`src/rtl/apb_master_bridge.sv`:
```
// APB master bridge: turns a valid/ready request into a single APB3/APB4 transfer
// (IDLE -> SETUP -> ACCESS) and returns a one-cycle completion pulse with read data
// and error status.
// Optional feature: define APB_MASTER_TIMEOUT_EN to abort transfers whose slave holds
// PREADY low for TIMEOUT_CYCLES consecutive ACCESS samples.
module apb_master_bridge #(
    parameter int unsigned ADDR_WIDTH     = 32,
    parameter int unsigned DATA_WIDTH     = 32,
    parameter int unsigned TIMEOUT_CYCLES = 16
) (
    input  logic                  PCLK,
    input  logic                  PRESETn,

    input  logic                  req_valid,
    output logic                  req_ready,
    input  logic                  req_write,
    input  logic [ADDR_WIDTH-1:0] req_addr,
    input  logic [DATA_WIDTH-1:0] req_wdata,
    input  logic [3:0]            req_strb,
    input  logic [2:0]            req_prot,

    output logic                  rsp_valid,
    output logic [DATA_WIDTH-1:0] rsp_rdata,
    output logic                  rsp_err,

    output logic                  PSEL,
    output logic                  PENABLE,
    output logic                  PWRITE,
    output logic [ADDR_WIDTH-1:0] PADDR,
    output logic [DATA_WIDTH-1:0] PWDATA,
    output logic [3:0]            PSTRB,
    output logic [2:0]            PPROT,
    input  logic [DATA_WIDTH-1:0] PRDATA,
    input  logic                  PREADY,
    input  logic                  PSLVERR
);

    typedef enum logic [1:0] {StIdle, StSetup, StAccess} state_e;

    state_e                state_q;
    logic                  req_ready_q;
    logic                  psel_q;
    logic                  penable_q;
    logic                  pwrite_q;
    logic [ADDR_WIDTH-1:0] paddr_q;
    logic [DATA_WIDTH-1:0] pwdata_q;
    logic [3:0]            pstrb_q;
    logic [2:0]            pprot_q;
    logic                  rsp_valid_q;
    logic [DATA_WIDTH-1:0] rsp_rdata_q;
    logic                  rsp_err_q;

`ifdef APB_MASTER_TIMEOUT_EN
    localparam int unsigned CntW = $clog2(TIMEOUT_CYCLES + 1);
    // Number of PREADY=0 samples seen so far in the current ACCESS phase.
    logic [CntW-1:0]       wait_cnt_q;
`endif

    // Transfer FSM; every bus and response output is a register updated here.
    always_ff @(posedge PCLK or negedge PRESETn) begin
        if (!PRESETn) begin
            state_q     <= StIdle;
            req_ready_q <= 1'b0;
            psel_q      <= 1'b0;
            penable_q   <= 1'b0;
            pwrite_q    <= 1'b0;
            paddr_q     <= '0;
            pwdata_q    <= '0;
            pstrb_q     <= 4'b0000;
            pprot_q     <= 3'b000;
            rsp_valid_q <= 1'b0;
            rsp_rdata_q <= '0;
            rsp_err_q   <= 1'b0;
`ifdef APB_MASTER_TIMEOUT_EN
            wait_cnt_q  <= '0;
`endif
        end else begin
            // Completion pulse lasts exactly one cycle; data/err hold their last value.
            rsp_valid_q <= 1'b0;
            unique case (state_q)
                StIdle: begin
                    if (req_valid && req_ready_q) begin
                        state_q     <= StSetup;
                        req_ready_q <= 1'b0;
                        psel_q      <= 1'b1;
                        penable_q   <= 1'b0;
                        pwrite_q    <= req_write;
                        paddr_q     <= req_addr;
                        pwdata_q    <= req_wdata;
                        // Reads never assert byte strobes; writes forward them verbatim.
                        pstrb_q     <= req_write ? req_strb : 4'b0000;
                        pprot_q     <= req_prot;
`ifdef APB_MASTER_TIMEOUT_EN
                        wait_cnt_q  <= '0;
`endif
                    end else begin
                        // Also raises ready on the first edge after reset release.
                        req_ready_q <= 1'b1;
                    end
                end
                StSetup: begin
                    penable_q <= 1'b1;
                    state_q   <= StAccess;
                end
                StAccess: begin
                    if (PREADY) begin
                        state_q     <= StIdle;
                        req_ready_q <= 1'b1;
                        psel_q      <= 1'b0;
                        penable_q   <= 1'b0;
                        rsp_valid_q <= 1'b1;
                        rsp_rdata_q <= pwrite_q ? '0 : PRDATA;
                        rsp_err_q   <= PSLVERR;
                    end
`ifdef APB_MASTER_TIMEOUT_EN
                    else if (wait_cnt_q == CntW'(TIMEOUT_CYCLES - 1)) begin
                        // This sample is the TIMEOUT_CYCLES-th stall: give up.
                        state_q     <= StIdle;
                        req_ready_q <= 1'b1;
                        psel_q      <= 1'b0;
                        penable_q   <= 1'b0;
                        rsp_valid_q <= 1'b1;
                        rsp_rdata_q <= '0;
                        rsp_err_q   <= 1'b1;
                    end else begin
                        wait_cnt_q <= wait_cnt_q + 1'b1;
                    end
`endif
                end
                default: begin
                    state_q <= StIdle;
                end
            endcase
        end
    end

    assign req_ready = req_ready_q;
    assign PSEL      = psel_q;
    assign PENABLE   = penable_q;
    assign PWRITE    = pwrite_q;
    assign PADDR     = paddr_q;
    assign PWDATA    = pwdata_q;
    assign PSTRB     = pstrb_q;
    assign PPROT     = pprot_q;
    assign rsp_valid = rsp_valid_q;
    assign rsp_rdata = rsp_rdata_q;
    assign rsp_err   = rsp_err_q;

endmodule

```
`config.mk`:
```
export PLATFORM = sky130hd
export DESIGN_NAME = apb_master_bridge
export DESIGN_NICKNAME = d
export VERILOG_FILES = /design/src/rtl/apb_master_bridge.sv
export SDC_FILE = /design/constraint.sdc
export NUM_CORES = 1
export LEC_CHECK = 0
export CORE_ASPECT_RATIO = 1.75
export CORE_UTILIZATION = 36
export DETAILED_ROUTE_END_ITERATION = 16
export HOLD_SLACK_MARGIN = 0.02
export PLACE_DENSITY_LB_ADDON = 0.08
export SYNTH_ARGS = -nofsm -noshare
export SYNTH_HDL_FRONTEND = slang
export SYNTH_SLANG_ARGS = --single-unit
```
`constraint.sdc`:
```
create_clock -name PCLK -period 1.4 [get_ports PCLK]
set_clock_uncertainty 0.05 [all_clocks]
set_input_delay 0.14 -clock PCLK [delete_from_list [all_inputs] [get_ports PCLK]]
set_output_delay 0.14 -clock PCLK [all_outputs]
set_load 0.05 [all_outputs]
```
==> results.txt <==
Layout cell share with drive strength beyond 1 -> 49.3%
Fin. max-slew vios -> 0
Clk sinks -> 111
Worst hold start -> req_strb[0]
Row cnt -> 53
Worst-margin pin slew -> 480 ps
Leak -> 3.85 nW
Setup-failing EPs final -> 78
Max Clk Rate -> 629 MHz
Io pins -> 218
WL/cell -> 18.0 µm
Register area share after synthesis -> 63.4%
Synth Flop Type -> dfrtp_1
Commonest non-fill, non-tap cell in the layout -> buf_12
Net count after synthesis -> 440
Internal reg-to-reg setup slack -> -190 ps
Startpoint Class -> flip-flop
NetSw -> 11.1 mW
Worst-path clk slew -> 70 ps
Synth unique cells -> 21
Clk Latency, worst-skew pair -> 340 ps
Util after Layout -> 73.3%
Synthesized flop and latch total -> 111
Synthesis Warnings -> 0
Initial antenna violation count -> 1
CTS H-tree lvls -> 3
Violated checks -> setup timing
CP Max Fanout -> 3
Hold crit path type -> input pin to flip-flop
Sequential power share -> 25.5%
Die footprint -> 12600 µm²
GRT overflow -> 0
Most frequent cells in the layout -> buf_12 (117), dfrtp_1 (109), clkdlybuf4s50_1 (107)
PnR worst setup slack -> -189 ps
Final period utilization -> 114%
Sw Share -> 43.0%
HPWL Detailed -> 8840 µm
Outcome -> complete, but fails checks
Initial DRT Pass Iterations -> 4
Synth-to-Final Area Change -> 99.9%
CTS root buf -> clkbuf_16
DRC violations left -> 0
Maximum VDD drop -> 1.71 mV
Setup crit end kind -> flip-flop
First-pass GRT wire length -> 19200 µm
Post-Synthesis Cells -> 328
Slew HR -> 68.0%
Chip Width -> 85.4 µm
Final WL -> 13000 µm
Routed via count -> 3450
Power Dens Cells -> 2950 nW/µm²
Fin Setup TNS -> -12170 ps
Clock power frac -> 9.3%
Multi-input logic area -> 1710 µm²
TritonCTS clock tree -> done
GRT Util Overall -> 20.2%
Die H -> 148 µm
GPL Wtd Cong -> 0.727
Post-synth EDFFs -> 0
WP data arrival -> 1770 ps
Largest net degree at the start of global routing -> 75
Final nets -> 689
Worst Hold Path EP -> PSTRB[0]$_DFFE_PN0P_
Worst Hold Depth -> 3
Max-cap viol count -> 0
Filler cell count -> 779
CTS buffer count -> 9
Mapped Area -> 4380 µm²
Register area -> 2780 µm²
Initial Utilization -> 36.7%
Final Hold Viols -> 0
Internal Power -> 14.7 mW
Combinational power share -> 65.2%
Core Area -> 11900 µm²
Number of global-route vias before repair -> 3594
Worst R2R Start -> state_q[1]$_DFFE_PN0P_
Fraction of registers with async set/reset -> 100%
Reg2reg path depth -> 5
Final ANT Viol Nets -> 0
Clock Path Buffers -> 2
Via-to-Cell Ratio -> 4.79
Final Critical Period -> 1590 ps
Reg2reg end -> PENABLE$_DFFE_PN0P_
PortBufs -> 217
Iteration-0 DRC Markers -> 93
Avg Cell Area, Syn -> 13.3 µm²
Total Power -> 25.8 mW
Setup CP Type -> flip-flop to flip-flop
RSZ-0062 raised after global routing -> true
CP Data Required Time -> 1580 ps
-- sequential cells by signal, summed over array words and instances (netlist names) --
| name | cells |
|---|---|
| PENABLE | 1 |
| state_q | 2 |
| PWDATA | 32 |
| rsp_err | 1 |
| rsp_valid | 1 |
| req_ready | 1 |
| rsp_rdata | 32 |
| PSEL | 1 |
| PSTRB | 4 |
| PPROT | 3 |
| PADDR | 32 |
| PWRITE | 1 |
-- power by group through the flow --
stage	combinational, mW	clock (mW)	sequential, mW
after CTS	16.2	2.50	6.54
after floorplan	2.60	0	11.1
after global placement	15.5	0	6.47
after global routing	17.4	2.60	6.79
after detailed placement	15.7	0	6.60
final	16.8	2.41	6.58
-- stage by stage --
| stage | hold slack [ps] | worst slack, ps | instance area (µm²) | cells |
|---|---|---|---|---|
| 3_3_place_gp | 140 | -171 | 7880 | 680 |
| 5_1_grt | 287 | -224 | 8750 | 720 |
| 4_1_cts | 273 | -168 | 8390 | 707 |
| 6_report | 285 | -189 | 8750 | 720 |
| 2_1_floorplan | -206 | -85.1 | 4420 | 328 |
| 3_5_place_dp | 152 | -184 | 7880 | 680 |
-- logic make-up (layout without fill, tap and decap cells) --
family          Yosys count  count (layout)  share of synthesized area [%]
other cells               0               1                              0
compound gates           44              44                           5.37
flops                   111             111                           63.4
buf+inv                  21             274                           2.94
fa+ha+maj                 3               3                          0.857
simple gates             78              79                           9.03
mux                      71              71                           18.3
-- Yosys cell counts, drive strengths merged (2+ instances only) --
master,count,area (µm²)
ha,3,37.5
o21ai,39,195
nand2,42,158
mux2,71,803
nand2b,33,206
a21o,2,16.3
dfrtp,111,2780
clkbuf,6,22.5
buf,12,95.1
inv,3,11.3
-- worst max-delay path, stage by stage (launching register included) --
cell     delay [ps]
dfrtp_1         400
buf_6           130
ha_4            160
and2b_4         180
a211o_4         260
mux2_4          290
-- final cells by class --
type,instances,share of cell area [%]
Clock inverter,4,0.358
Timing Repair Buffer,255,43.4
Clock buffer,12,2.82
Multi-Input combinational cell,197,19.5
Antenna cell,1,0.0286
Sequential cell,111,31.8
Inverter,3,0.129
Tap cell,137,1.96
-- repair_timing --
item	in CTS	in global routing
cloned	3	6
hold buffers	1	0
endpoints found under the hold margin	111	0
gates resized for setup	20	89
setup buffers	7	8
endpoints found under the setup margin	98	111
pin swaps	1	11
-- how the worst max path moves through the flow --
stage / endpoint / cells past startpoint / slack [ps] / start
after CTS: PENABLE$_DFFE_PN0P_ / 5 / -170 / state_q[1]$_DFFE_PN0P_
final: PENABLE$_DFFE_PN0P_ / 5 / -190 / state_q[1]$_DFFE_PN0P_
after detailed placement: PENABLE$_DFFE_PN0P_ / 4 / -180 / req_valid
after global placement: PENABLE$_DFFE_PN0P_ / 4 / -170 / req_valid
after floorplan: PENABLE$_DFFE_PN0P_ / 5 / -90 / state_q[1]$_DFFE_PN0P_
after global routing: PWDATA[5]$_DFFE_PN0P_ / 6 / -220 / state_q[0]$_DFFE_PN0P_
-- routing by layer --
| layer | global-route usage (%) | up-vias | wire, µm |
|---|---|---|---|
| met2 | 36.2 | 132 | 7350 |
| met4 | 10.8 | 0 | 468 |
| met5 | 0 | - | 0 |
| met1 | 21.5 | 1689 | 4440 |
| met3 | 5.14 | 29 | 729 |
| li1 | - | 1600 | - |
(Power assumes the default switching activity.)
